File: src/rtl/dmem_arbiter.sv
// dmem_arbiter
// Two-port arbiter and access sequencer in front of the byte-addressed,
// big-endian data memory. Port 0 is the pipeline MEM stage, port 1 the
// loader/DMA port. One requester is accepted in IDLE. Its alignment, range
// and access code are checked, and the memory is driven for exactly one
// ACCESS cycle. The registered result, or an error, is returned in RESP.
//
// State table:
//   IDLE   | no access in flight; winner of arbitration gets gnt
//   ACCESS | memory driven for one cycle from the latched request
//   RESP   | owner's done pulses with rsp_err / rsp_rdata valid
//
// Ports:
//   clk, rst_n              clock, asynchronous active-low reset
//   p0_*/p1_* req/we/ctrl/addr/wdata   request fields (held until gnt)
//   p0_gnt/p1_gnt           combinational accept (IDLE, winner only)
//   p0_done/p1_done         one-cycle completion pulse for the owner
//   rsp_rdata, rsp_err      response data / reject flag, valid with done
//   busy                    high whenever the sequencer is not idle
//   mem_addr/mem_wdata/mem_wr/mem_ctrl/mem_rdata   memory interface
module dmem_arbiter #(
    parameter int DEPTH        = 2048,
    parameter int STARVE_LIMIT = 4
) (
    input  logic        clk,
    input  logic        rst_n,
    input  logic        p0_req,
    input  logic        p0_we,
    input  logic [2:0]  p0_ctrl,
    input  logic [31:0] p0_addr,
    input  logic [31:0] p0_wdata,
    input  logic        p1_req,
    input  logic        p1_we,
    input  logic [2:0]  p1_ctrl,
    input  logic [31:0] p1_addr,
    input  logic [31:0] p1_wdata,
    output logic        p0_gnt,
    output logic        p1_gnt,
    output logic        p0_done,
    output logic        p1_done,
    output logic [31:0] rsp_rdata,
    output logic        rsp_err,
    output logic        busy,
    output logic [31:0] mem_addr,
    output logic [31:0] mem_wdata,
    output logic        mem_wr,
    output logic [2:0]  mem_ctrl,
    input  logic [31:0] mem_rdata
);

    localparam int SW = $clog2(STARVE_LIMIT + 1);

    typedef enum logic [1:0] {
        IDLE   = 2'd0,
        ACCESS = 2'd1,
        RESP   = 2'd2
    } state_t;

    state_t         state;
    state_t         state_nxt;
    logic [SW-1:0]  streak;
    logic           owner;
    logic           we_q;
    logic           err_q;

    logic           grant;
    logic           pick_p1;
    logic           sel_we;
    logic [2:0]     sel_ctrl;
    logic [31:0]    sel_addr;
    logic [31:0]    sel_wdata;
    logic [2:0]     sel_size;
    logic           bad_ctrl;
    logic           misalign;
    logic           out_of_range;
    logic           sel_err;

    // Port 1 only beats a simultaneous port-0 request once port 0 has been
    // granted STARVE_LIMIT times in a row while port 1 was waiting.
    assign pick_p1 = p1_req & (~p0_req | (streak == SW'(STARVE_LIMIT)));
    assign grant   = (state == IDLE) & (p0_req | p1_req);

    assign sel_we    = pick_p1 ? p1_we    : p0_we;
    assign sel_ctrl  = pick_p1 ? p1_ctrl  : p0_ctrl;
    assign sel_addr  = pick_p1 ? p1_addr  : p0_addr;
    assign sel_wdata = pick_p1 ? p1_wdata : p0_wdata;

    always_comb begin
        sel_size = 3'd1;
        bad_ctrl = 1'b0;
        misalign = 1'b0;
        case (sel_ctrl)
            3'b000, 3'b100: sel_size = 3'd1;
            3'b001, 3'b101: begin
                sel_size = 3'd2;
                misalign = sel_addr[0];
            end
            3'b010: begin
                sel_size = 3'd4;
                misalign = |sel_addr[1:0];
            end
            default: bad_ctrl = 1'b1;
        endcase
    end

    // 33-bit sum so an address near 2^32 cannot wrap into range.
    assign out_of_range = ({1'b0, sel_addr} + {30'd0, sel_size}) > 33'(DEPTH);
    assign sel_err      = bad_ctrl | misalign | out_of_range;

    always_comb begin
        state_nxt = state;
        case (state)
            IDLE:    if (grant) state_nxt = sel_err ? RESP : ACCESS;
            ACCESS:  state_nxt = RESP;
            RESP:    state_nxt = IDLE;
            default: state_nxt = IDLE;
        endcase
    end

    always_ff @(posedge clk or negedge rst_n) begin
        if (!rst_n) begin
            state <= IDLE;
        end else begin
            state <= state_nxt;
        end
    end

    always_ff @(posedge clk or negedge rst_n) begin
        if (!rst_n) begin
            streak    <= '0;
            owner     <= 1'b0;
            we_q      <= 1'b0;
            err_q     <= 1'b0;
            rsp_rdata <= 32'd0;
            mem_addr  <= 32'd0;
            mem_wdata <= 32'd0;
            mem_ctrl  <= 3'd0;
        end else begin
            if (grant) begin
                owner <= pick_p1;
                we_q  <= sel_we;
                err_q <= sel_err;
                if (pick_p1 || !p1_req) begin
                    streak <= '0;
                end else if (streak != SW'(STARVE_LIMIT)) begin
                    streak <= streak + 1'b1;
                end
                // The memory-side registers are only loaded for accesses that
                // will actually reach the memory, so they keep their last
                // values across rejected requests and idle periods.
                if (sel_err) begin
                    rsp_rdata <= 32'd0;
                end else begin
                    mem_addr  <= sel_addr;
                    mem_wdata <= sel_wdata;
                    mem_ctrl  <= sel_we ? {1'b0, sel_ctrl[1:0]} : sel_ctrl;
                end
            end
            if (state == ACCESS) begin
                rsp_rdata <= we_q ? 32'd0 : mem_rdata;
            end
        end
    end

    // gnt is gated with rst_n so a request held through reset is not accepted.
    assign p0_gnt  = rst_n & grant & ~pick_p1;
    assign p1_gnt  = rst_n & grant &  pick_p1;
    assign p0_done = (state == RESP) & ~owner;
    assign p1_done = (state == RESP) &  owner;
    assign rsp_err = (state == RESP) & err_q;
    assign busy    = (state != IDLE);
    assign mem_wr  = (state == ACCESS) & we_q;

endmodule
File: config.mk
export PLATFORM = sky130hd
export DESIGN_NAME = dmem_arbiter
export DESIGN_NICKNAME = d
export VERILOG_FILES = /design/src/rtl/dmem_arbiter.sv
export SDC_FILE = /design/constraint.sdc
export NUM_CORES = 1
export LEC_CHECK = 0
export BUFFER_PORTS_ARGS = -buffer_cell sky130_fd_sc_hd__buf_2
export CORE_ASPECT_RATIO = 0.7
export CORE_MARGIN = 2
export CORE_UTILIZATION = 49
export CTS_BUF_LIST = sky130_fd_sc_hd__clkbuf_2
export CTS_CLUSTER_SIZE = 24
export DETAILED_ROUTE_END_ITERATION = 12
export PLACE_DENSITY = 0.8
export SYNTH_ARGS = -nofsm -noshare
export SYNTH_HDL_FRONTEND = slang
export SYNTH_SLANG_ARGS = --single-unit
File: constraint.sdc
create_clock -name clk -period 6.46 [get_ports clk]
set_input_delay 0.323 -clock clk [delete_from_list [all_inputs] [get_ports clk]]
set_output_delay 0.323 -clock clk [all_outputs]
set_load 0.005 [all_outputs]
Yosys cells after proc, flatten, opt, wreduce, memory -nomap -nowiden. Index checks and enable logic that the tools add are counted. Widths: inputs -> output; s select.

Bits in registers: 107. Input bits: 172. Output and inout port bits: 106. Logic and storage cells: 69.

Add/sub/neg operators: 2. Order comparisons: 1. Equality and inequality tests: 9. Mux-type cells: 17. Bitwise operators: 17. Reduce and logical (&&, ||, !) cells: 14.

Operators by type and width (count): $mux 32 (6); $add 32x3->33 (1); $gt 33x12->1 const B (1); $mux 3 (4); $and 1x1->1 (9); $eq 3x3->1 const B (3); $reduce_bool 2->1 (4); $pmux 3 s2 (1); $reduce_and 2->1 (3); $reduce_or 5->1 (1); $mux 2 (2); $not 1->1 (4); $or 1x1->1 (4); $pmux 2 s2 (1); $reduce_or 2->1 (2); $add 3x1->3 const B (1); $eq 3x1->1 const B (1); $eq 3x2->1 const B (1); $logic_not 3->1 (1); $ne 3x3->1 const B (1); $eq 2x1->1 const B (1); $eq 2x2->1 const B (1); $logic_not 2->1 (1); $mux 1 (2); other kinds (4) (4).

Depth between registers and ports, before layout. Gate-level depths: netlist (run 1).

Depth in word-level cells: 13. Depth in mapped cells: 26. Depth with buffers taken out: 20.

Worst setup path before layout (run 1). No wires, ideal clock.

Path kind: register to register. Start: reg streak[0]. End: reg mem_addr[0]. Library setup time: 0.125 ns. Arrival time: 5.816 ns. Data required time: 6.335 ns. Path slack: 0.520 ns. Stages on the path, launching flop included: 24. Path buffers: 5. Clock period less this slack: 5.940 ns. Cells stage by stage: dfrtp_1 inv_1 ha_1 a21bo_2 nand2_2 buf_2 buf_1 buf_1 clkbuf_1 mux2i_1 and2_1 nor2_1 ha_1 inv_1 fa_1 nor2b_1 o22ai_1 or4_1 a211oi_1 nand4_1 or4_1 nor3_2 buf_4 mux2_2.

Cells in the longest elaborated chain, start to end: 12. Elaborated cells between the ends (all ways): 22. Classes of those cells: 1 x add/sub; 1 x order compare; 5 x eq/ne; 5 x mux; 5 x bitwise; 5 x reduce/logical.

RTL lines: start: declaration (RTL line 61) `logic [SW-1:0] streak;`; start signal: assignment (RTL line 146) `streak <= streak + 1'b1;`; $eq 3x3->1 * (RTL line 80) `assign pick_p1 = p1_req & (~p0_req | (streak == SW'(STARVE_LIMIT)));`; $or 1x1->1 * (RTL line 80); $and 1x1->1 * (RTL line 80); $mux 3 (RTL line 84) `assign sel_ctrl = pick_p1 ? p1_ctrl : p0_ctrl;`; $eq 3x1->1 or $eq 3x3->1 (tied branches) (RTL line 92) `case (sel_ctrl)`; $reduce_or 2->1; $pmux 3 s2 (RTL line 92); $add 32x3->33 (RTL line 107) `assign out_of_range = ({1'b0, sel_addr} + {30'd0, sel_size}) > 33'(DEPTH);`; $gt 33x12->1 (RTL line 107); $or 1x1->1 (RTL line 108) `assign sel_err = bad_ctrl | misalign | out_of_range;`; $not 1->1 (no line); $reduce_and 2->1 (no line); end signal: assignment (RTL line 154) `mem_addr <= sel_addr;`; end: declaration (RTL line 44) `output logic [31:0] mem_addr,`.

Mark *: on every way between the ends. The rest lies on a longest branch, timed or not. A chain may end at the register's enable or synchronous reset.

Final worst setup path (run 1).
Start: reg streak[0]. End: reg mem_wdata[12].

Elaborated cells between the ends (all ways): 23. Classes of those cells: 1 x add/sub; 1 x order compare; 5 x eq/ne; 6 x mux; 5 x bitwise; 5 x reduce/logical.

RTL lines: $eq 3x3->1 * (RTL line 80); $or 1x1->1 * (RTL line 80); $and 1x1->1 * (RTL line 80); $mux 32 * (RTL line 85) `assign sel_addr = pick_p1 ? p1_addr : p0_addr;`; named net sel_addr[0] (RTL line 70) `logic [31:0] sel_addr;`; parallel branches: the longest is 3 deep, another holds $add 32x3->33; $or 1x1->1 * (RTL line 108); $not 1->1 (no line) *; $reduce_and 2->1 (no line) *; end signal: assignment (RTL line 155) `mem_wdata <= sel_wdata;`; end: declaration (RTL line 45) `output logic [31:0] mem_wdata,`.

Mark *: on every way through the listed nets, which the timed path passes.

==> results of run 1 <==
==> flip-flops by register name, indices dropped and copies added (netlist names) <==
signal,flops
mem_addr,32
mem_wdata,32
rsp_rdata,32
mem_ctrl,3
streak,3
state,2
err_q,1
owner,1
we_q,1
==> cell usage after synthesis, drive strengths merged, types with 2 or more instances <==
cell | count | area share
inv | 15 | 0.0090
and3 | 5 | 0.0050
nor4 | 8 | 0.0090
mux2i | 19 | 0.030
ha | 5 | 0.010
nand4 | 18 | 0.018
nor2 | 25 | 0.015
a31oi | 3 | 0.0030
o31ai | 4 | 0.0048
o311a | 2 | 0.0032
nand2 | 154 | 0.093
nor3 | 18 | 0.015
o2111ai | 4 | 0.0056
o32a | 2 | 0.0032
a211oi | 9 | 0.012
and4 | 2 | 0.0028
mux2 | 52 | 0.093
o21bai | 2 | 0.0024
or2 | 2 | 0.0020
or3 | 6 | 0.0060
o211ai | 2 | 0.0024
a2111oi | 3 | 0.0052
a22oi | 3 | 0.0036
a32o | 32 | 0.051
nand3 | 22 | 0.018
o22ai | 2 | 0.0020
and2 | 5 | 0.0050
xnor2 | 13 | 0.018
nor2b | 21 | 0.021
a21boi | 3 | 0.0054
o21a | 2 | 0.0024
buf | 16 | 0.014
nor3b | 3 | 0.0036
a21oi | 9 | 0.0072
nand4b | 3 | 0.0042
o41ai | 2 | 0.0028
nand2b | 3 | 0.0030
clkbuf | 24 | 0.014
dfrtp | 107 | 0.43
o21ai | 20 | 0.016
xor2 | 8 | 0.011
or4 | 2 | 0.0024
==> how the worst min path moves through the flow <==
stage	slack [ps]	depth (start not counted)	startpoint	endpoint
2_1_floorplan	30	0	rst_n	err_q
3_3_place_gp	300	1	rst_n	rsp_rdata[3]
3_5_place_dp	310	1	rst_n	rsp_rdata[3]
4_1_cts	0.1	4	p1_wdata[19]	mem_wdata[19]
5_1_grt	3	4	p1_wdata[14]	mem_wdata[14]
6_report	50	4	p0_wdata[24]	mem_wdata[24]
==> cell usage in the layout (no fill, tap or decap), types with 3 or more instances in the layout <==
cell / n
sky130_fd_sc_hd__and2_1: 5
sky130_fd_sc_hd__nor2_1: 23
sky130_fd_sc_hd__a31oi_1: 3
sky130_fd_sc_hd__nor3_1: 17
sky130_fd_sc_hd__ha_1: 5
sky130_fd_sc_hd__mux2i_1: 19
sky130_fd_sc_hd__nand2b_1: 3
sky130_fd_sc_hd__clkbuf_2: 9
sky130_fd_sc_hd__o31ai_1: 4
sky130_fd_sc_hd__nand3_1: 22
sky130_fd_sc_hd__and3_1: 5
sky130_fd_sc_hd__buf_2: 276
sky130_fd_sc_hd__o2111ai_1: 4
sky130_fd_sc_hd__nand4_1: 18
sky130_fd_sc_hd__mux2_2: 43
sky130_fd_sc_hd__or3_1: 6
sky130_fd_sc_hd__nand2_1: 153
sky130_fd_sc_hd__nand4b_1: 3
sky130_fd_sc_hd__nor3b_1: 3
sky130_fd_sc_hd__a21oi_1: 9
sky130_fd_sc_hd__dlygate4sd3_1: 66
sky130_fd_sc_hd__o21ai_0: 18
sky130_fd_sc_hd__buf_4: 7
sky130_fd_sc_hd__inv_1: 14
sky130_fd_sc_hd__xnor2_1: 13
sky130_fd_sc_hd__nor4_1: 7
sky130_fd_sc_hd__inv_6: 3
sky130_fd_sc_hd__a211oi_1: 8
sky130_fd_sc_hd__a32o_1: 32
sky130_fd_sc_hd__xor2_1: 8
sky130_fd_sc_hd__a22oi_1: 3
sky130_fd_sc_hd__mux2_1: 9
sky130_fd_sc_hd__dfrtp_1: 107
sky130_fd_sc_hd__nor2b_1: 21
==> stage by stage <==
step | hold WS [ps] | utilization
floorplan | 27.4 | -
global placement | 301 | 0.625
detailed placement | 306 | 0.625
CTS | 0.148 | 0.685
global route | 2.97 | 0.688
finish | 50.2 | 0.688
==> timing repair <==
action	CTS	global route
hold buffers	62	4
setup endpoints to repair	0	0
endpoints found under the hold margin	84	3
==> cell type report <==
class / instances / area (um2)
fillers: 994 / 3890
multi-input cells: 510 / 3380
flip-flops and latches: 107 / 2680
repair buffers: 351 / 2130
well taps: 162 / 203
clock inverters: 7 / 78.8
inverters: 15 / 56.3
clock buffers: 9 / 45.0
==> per-layer routing <==
| layer | GRT usage | part of all wire | vias to the layer above |
|---|---|---|---|
| met3 | 0.101 | 0.11 | 34 |
| met5 | 0 | 0 | - |
| li1 | - | - | 3072 |
| met2 | 0.466 | 0.46 | 329 |
| met4 | 0.0715 | 0.019 | 0 |
| met1 | 0.385 | 0.41 | 3113 |
==> power groups by stage <==
stage | Sequential [W] | Clock (W) | Combinational, W
2_1_floorplan | 0.000691 | 0 | 0.000120
5_1_grt | 0.000684 | 0.000361 | 0.000308
6_report | 0.000682 | 0.000321 | 0.000282
3_5_place_dp | 0.000692 | 0 | 0.000241
4_1_cts | 0.000682 | 0.000333 | 0.000274
3_3_place_gp | 0.000692 | 0 | 0.000238
==> worst min-delay path: cells and delay by family <==
family	cells	cell delay, ps
simple gates	2	90
buf+inv	1	70
mux	1	140
==> cell families after synthesis <==
family,count (synthesis)
muxes,71
and+or+nand+nor,300
AOI/OAI and AO/OA,112
xor gates and xnor gates,21
buffers and inverters,55
adders and majority gates,6
DFF,107
==> results.md, run 1 <==
- Arithmetic-cell share of the synthesized area counting full adders, half adders and majority gates: 0.0132
- Sequential element share of the synthesized area: 0.427
- Internal portion of total power: 0.000869 W
- Period Utilization, post-route: 0.888
- Endpoint of the most critical setup path: mem_wdata[12]
- Buffer cell driving the clock tree root: sky130_fd_sc_hd__clkbuf_2
- Maximum operating frequency: 0.174 GHz
- Worst Setup Path Type: flop to flop
- Number of placement rows: 34
- Crit path buf inv count: 5
- Antenna Nets Post-Route: 0
- Final wirelength: 20.6 mm
- Drt wl/cell: 17.8 um
- Launch point of the worst reg-to-reg path: streak[0]
- Post-synthesis instance area: 0.00627 mm2
- Total negative slack for setup checks: 0 ps
- Worst hold-check path type: input pin to flop
- Startpoint Class: flop
- Nets@finish: 1172
- Post-synthesis sequential element count: 107
- Number of warning messages in the yosys log: 0
- Full die area: 0.0137 mm2
- # port buffers: 277
- Final non-filler cell area: 0.00857 mm2
- WP depth: 20
- Iteration count of the initial detailed-routing pass: 5
- Sw Ratio: 0.324
- Ordered cell list for the critical path: inv_1 -> ha_1 -> a21bo_2 -> nand2_2 -> buf_12 -> nand2_1 -> nand2_1 -> ha_1 -> inv_1 -> fa_1 -> nor2b_1 -> o22ai_1 -> buf_4 -> or4_1 -> a211oi_1 -> nand4_1 -> or4_1 -> nor3_4 -> buf_12 -> mux2_2
- Result of the run: complete, no violations
- Area after DPL: 0.00779 mm2
- Initial Utilization: 0.503
- Worst slack after detailed placement: 848 ps
- Worst slew margin relative to its limit: 0.173
- Fraction of synthesized cell area in xor and xnor cells: 0.0293
- Data required time at the worst endpoint: 6950 ps
- End of the worst register-to-register path: mem_wdata[12]
- Number of global-route vias before repair: 6286
- Setup slack, reg-to-reg: 720 ps
- Core region area: 0.0125 mm2
- RSZ-0062 raised after global routing: false
- Fin cells: 1161
- Mean cell area of the mapped netlist: 9.34 um2
- Number of vias per cell after detailed routing: 5.64
- Number of CTS-inserted buffers: 9
- Kind of end point of the critical path: flop
- Portion of netlist area occupied by mux cells: 0.124
- Signal arrival time at the worst endpoint: 6230 ps
- I/O pin count: 278
- Ant. Diodes: 0
- DP Cell Count: 1079
- Post-CTS setup buffers: 0
- Clock Power Share: 0.250
- Slowest library cell on the worst path: sky130_fd_sc_hd__or4_1
- Clock insertion delay at the later pin of the skew report: 610 ps
- Start point of the critical path: streak[0]
- Fraction of power consumed by sequential logic: 0.531
- FF-to-FF path depth: 20
- CTS H-Tree Depth: 3
- Layout Area Growth over Synthesis: 36.6%
- Clock Skew: 54.7 ps
- Async set-or-reset flop fraction in the synthesized netlist: 1.00
- Largest fanout on the critical path: 78
- Static Leakage: 4.62 nW
- Final number of max-transition violations: 0
- HPWL after detailed placement: 14.7 mm
- Clk slew on worst S/H paths: 310 ps
- All-layer global routing usage: 0.292
- Compound-Gate Fraction of Synth Area: 0.143
- Switching power of the nets: 0.000416 W
- CP delay by family, top: simple AND/OR/NAND/NOR gates
- CTS max path bufs: 2
- Post-synth net total: 850
- Setup ws final: 721 ps
- Count of distinct cell types in the synthesized netlist: 66
- Pin count of the biggest net entering global routing: 79
- Total power draw: 0.00128 W
- Residual DRC count: 0
- Number of antenna violations at the first check in global routing: 0
- Ys flop type: sky130_fd_sc_hd__dfrtp_1
- Transition time of the tightest slew-check pin: 1240 ps
- Chip height: 98.7 um
- Fraction of layout instances using a drive strength above 1: 0.357
- Aggregate global routing overflow: 0
- Post-CTS Resized: 0
- Combinational family with the most area after synthesis: simple AND/OR/NAND/NOR gates
- Power density relative to cell area: 150 mW/mm2
- Final setup viols: 0
- 1st-iter DRT viols: 426
- Share of power burned in combinational logic: 0.219
- Detailed-route via count: 6548
- Gpl congestion: 0.975
- Die outline width: 139 um
- Max VDD drop: 0.000110 V
- Number of enable flip-flop cells after synthesis: 0
- Number of hold-slack violations in the final timing report: 0
- Period minus WS final: 5740 ps
- Simple logic cell fraction of the synthesized area: 0.227
- Count of max-cap constraint violations: 0
- Clock tree from TritonCTS: done
- Delay of the slowest cell on the worst path: 510 ps
- # clock sinks: 107
- First-pass GRT wire length: 32.2 mm
- Post-synthesis instance total: 672
Note: power is estimated with default switching activity, not from simulation.
==> run 2: changes to the inputs <==
Settings changed: CORE_MARGIN 2 to default.
==> results.md, run 2 (synthesis results as in run 1) <==
- Clock Skew: 35.4 ps (was 54.7 ps)
- Kind of end point of the critical path: flop (unchanged)
- Core region area: 0.0125 mm2 (unchanged)
- Slowest library cell on the worst path: sky130_fd_sc_hd__and2_1 (was sky130_fd_sc_hd__or4_1)
- Hold endpoint: mem_wdata[13] (was mem_wdata[24])
- Largest fanout on the critical path: 69 (was 78)
- Number of hold-slack violations in the final timing report: 0 (unchanged)
- HPWL after detailed placement: 14.1 mm (was 14.7 mm)
- Hold Buf Count CTS: 49 (was 62)
- Detailed-route via count: 6472 (was 6548)
- Chip height: 96.7 um (was 98.7 um)
- Final number of max-transition violations: 0 (unchanged)
- End of the worst register-to-register path: mem_wdata[28] (was mem_wdata[12])
- Buffer cell driving the clock tree root: sky130_fd_sc_hd__clkbuf_2 (unchanged)
- CTS H-Tree Depth: 3 (unchanged)
- First-pass GRT wire length: 30.6 mm (was 32.2 mm)
- Number of vias per cell after detailed routing: 5.61 (was 5.64)
- Final non-filler cell area: 0.00848 mm2 (was 0.00857 mm2)
- # clock sinks: 107 (unchanged)
- Transition time of the tightest slew-check pin: 1220 ps (was 1240 ps)
- Signal arrival time at the worst endpoint: 6090 ps (was 6230 ps)
- Hold wc startpoint: p0_wdata[13] (was p0_wdata[24])
- Result of the run: complete, no violations (unchanged)
- Fin cells: 1153 (was 1161)
- CTS max path bufs: 2 (unchanged)
- Delay of the slowest cell on the worst path: 630 ps (was 510 ps)
- Number of antenna violations at the first check in global routing: 1 (was 0)
- Largest registers: mem_addr (32), mem_wdata (32), rsp_rdata (32) (unchanged)
- Most frequent standard cell in the layout excluding fill and tap cells: sky130_fd_sc_hd__buf_2 (unchanged)
- Iteration count of the initial detailed-routing pass: 5 (unchanged)
- Number of CTS-inserted buffers: 9 (unchanged)
- Layout Area Growth over Synthesis: 35.1% (was 36.6%)
- Static Leakage: 4.57 nW (was 4.62 nW)
- Fraction of layout instances using a drive strength above 1: 0.362 (was 0.357)
- 1st-iter DRT viols: 473 (was 426)
- Count of max-cap constraint violations: 0 (unchanged)
- Power density relative to cell area: 152 mW/mm2 (was 150 mW/mm2)
- Die outline width: 137 um (was 139 um)
- Number of placement rows: 34 (unchanged)
- Drt wl/cell: 17.2 um (was 17.8 um)
- Launch point of the worst reg-to-reg path: streak[1] (was streak[0])
- Period minus WS final: 5600 ps (was 5740 ps)
- I/O pin count: 278 (unchanged)
- Worst slew margin relative to its limit: 0.184 (was 0.173)
- Worst hold-check path type: input pin to flop (unchanged)
- Aggregate global routing overflow: 0 (unchanged)
- Maximum operating frequency: 0.178 GHz (was 0.174 GHz)
- Post-CTS Resized: 0 (unchanged)
- Max VDD drop: 0.000132 V (was 0.000110 V)
- Number of global-route vias before repair: 6154 (was 6286)
- Residual DRC count: 0 (unchanged)
- RSZ-0062 raised after global routing: false (unchanged)
- Commonest cells after routing, fill and taps aside: sky130_fd_sc_hd__buf_2 (276), sky130_fd_sc_hd__nand2_1 (153), sky130_fd_sc_hd__dfrtp_1 (107) (unchanged)
- FF-to-FF path depth: 18 (was 20)
- # port buffers: 277 (unchanged)
- Startpoint Class: flop (unchanged)
- Initial Utilization: 0.503 (unchanged)
- Worst hold path stage count: 4 (unchanged)
- Clock tree from TritonCTS: done (unchanged)
- Worst slack after detailed placement: 978 ps (was 848 ps)
- All-layer global routing usage: 0.297 (was 0.292)
- Final wirelength: 19.8 mm (was 20.6 mm)
- Utilization after layout: 0.680 (was 0.688)
- Post-CTS setup buffers: 0 (unchanged)
- Clk slew on worst S/H paths: 320 ps (was 310 ps)
- Antenna Nets Post-Route: 0 (unchanged)
- Total negative slack for setup checks: 0 ps (unchanged)
- Pin count of the biggest net entering global routing: 72 (was 79)
- Worst Setup Path Type: flop to flop (unchanged)
- CP delay by family, top: simple AND/OR/NAND/NOR gates (unchanged)
- Full die area: 0.0133 mm2 (was 0.0137 mm2)
- Ordered cell list for the critical path: inv_1 -> ha_1 -> a21bo_2 -> nand2_2 -> buf_4 -> nand2_1 -> nand2_1 -> ha_1 -> a21oi_1 -> and2_1 -> a21oi_1 -> o32a_1 -> o41ai_1 -> nand4_1 -> or4_1 -> nor3_4 -> buf_12 -> mux2_2 (was inv_1 -> ha_1 -> a21bo_2 -> nand2_2 -> buf_12 -> nand2_1 -> nand2_1 -> ha_1 -> inv_1 -> fa_1 -> nor2b_1 -> o22ai_1 -> buf_4 -> or4_1 -> a211oi_1 -> nand4_1 -> or4_1 -> nor3_4 -> buf_12 -> mux2_2)
- Setup slack, reg-to-reg: 860 ps (was 720 ps)
- Data required time at the worst endpoint: 6940 ps (was 6950 ps)
- Crit path buf inv count: 3 (was 5)
- DP Cell Count: 1080 (was 1079)
- Final setup viols: 0 (unchanged)
- Period Utilization, post-route: 0.868 (was 0.888)
- Clock insertion delay at the later pin of the skew report: 580 ps (was 610 ps)
- Setup ws final: 856 ps (was 721 ps)
- Gpl congestion: 1.01 (was 0.975)
- Nets@finish: 1163 (was 1172)
- Area after DPL: 0.00778 mm2 (was 0.00779 mm2)
-- run 2: changes by cell type in the layout (fill, tap and decap cells not counted) --
cell / change
sky130_fd_sc_hd__dlygate4sd3_1: -10
sky130_fd_sc_hd__clkinvlp_4: +3
sky130_fd_sc_hd__buf_4: +2
sky130_fd_sc_hd__buf_12: -1
sky130_fd_sc_hd__bufinv_16: +1
sky130_fd_sc_hd__clkinv_4: -1
sky130_fd_sc_hd__clkinv_8: -1
sky130_fd_sc_hd__diode_2: +1
sky130_fd_sc_hd__inv_6: -1
sky130_fd_sc_hd__inv_8: -1
-- run 2: metal layers --
layer | part of all wire | vias up | global-route usage
met2 | 0.46 | 360 | 0.459
met1 | 0.43 | 3018 | 0.404
li1 | - | 3054 | -
met3 | 0.094 | 40 | 0.0718
met4 | 0.020 | 0 | 0.104
met5 | 0 | - | 0
-- run 2: stage by stage --
step                      total power, W  hold WS, ps
after floorplan                 0.000811         27.4
after global placement          0.000928          296
after detailed placement        0.000931          304
after CTS                        0.00129        0.178
after global routing             0.00135        -2.74
final                            0.00128         37.7
-- run 2: worst max-delay path by stage --
stage | slack [ps] | start | end | cells after the start
floorplan | 520 | streak[0] | mem_addr[0] | 23
global placement | 1190 | streak[0] | mem_wdata[18] | 18
detailed placement | 980 | streak[0] | mem_wdata[28] | 18
CTS | 900 | streak[1] | mem_wdata[28] | 18
global route | 510 | streak[1] | mem_wdata[8] | 20
finish | 860 | streak[1] | mem_wdata[28] | 18
-- run 2: cell type report --
type,count,area (um2)
Fill cell,951,3990
Multi-Input combinational cell,510,3380
Sequential cell,107,2680
Timing Repair Buffer,342,2030
Tap cell,162,203
Clock inverter,7,86.3
Inverter,15,56.3
Clock buffer,9,45.0
Antenna cell,1,2.50
-- run 2: worst register-to-register path: stages (launching register included) --
cell and delay [ps]:
sky130_fd_sc_hd__dfrtp_1 460, sky130_fd_sc_hd__inv_1 80, sky130_fd_sc_hd__ha_1 240, sky130_fd_sc_hd__a21bo_2 360, sky130_fd_sc_hd__nand2_2 170, sky130_fd_sc_hd__buf_4 300, sky130_fd_sc_hd__nand2_1 120, sky130_fd_sc_hd__nand2_1 80
sky130_fd_sc_hd__ha_1 360, sky130_fd_sc_hd__a21oi_1 280, sky130_fd_sc_hd__and2_1 630, sky130_fd_sc_hd__a21oi_1 220, sky130_fd_sc_hd__o32a_1 230, sky130_fd_sc_hd__o41ai_1 370, sky130_fd_sc_hd__nand4_1 130, sky130_fd_sc_hd__or4_1 500
sky130_fd_sc_hd__nor3_4 230, sky130_fd_sc_hd__buf_12 320, sky130_fd_sc_hd__mux2_2 440
-- run 2: power by group --
group          switching (W)  total, W  internal, W
clock network       0.000236  0.000331    0.0000951
registers         0.00000473  0.000682     0.000677
logic               0.000154  0.000272     0.000118
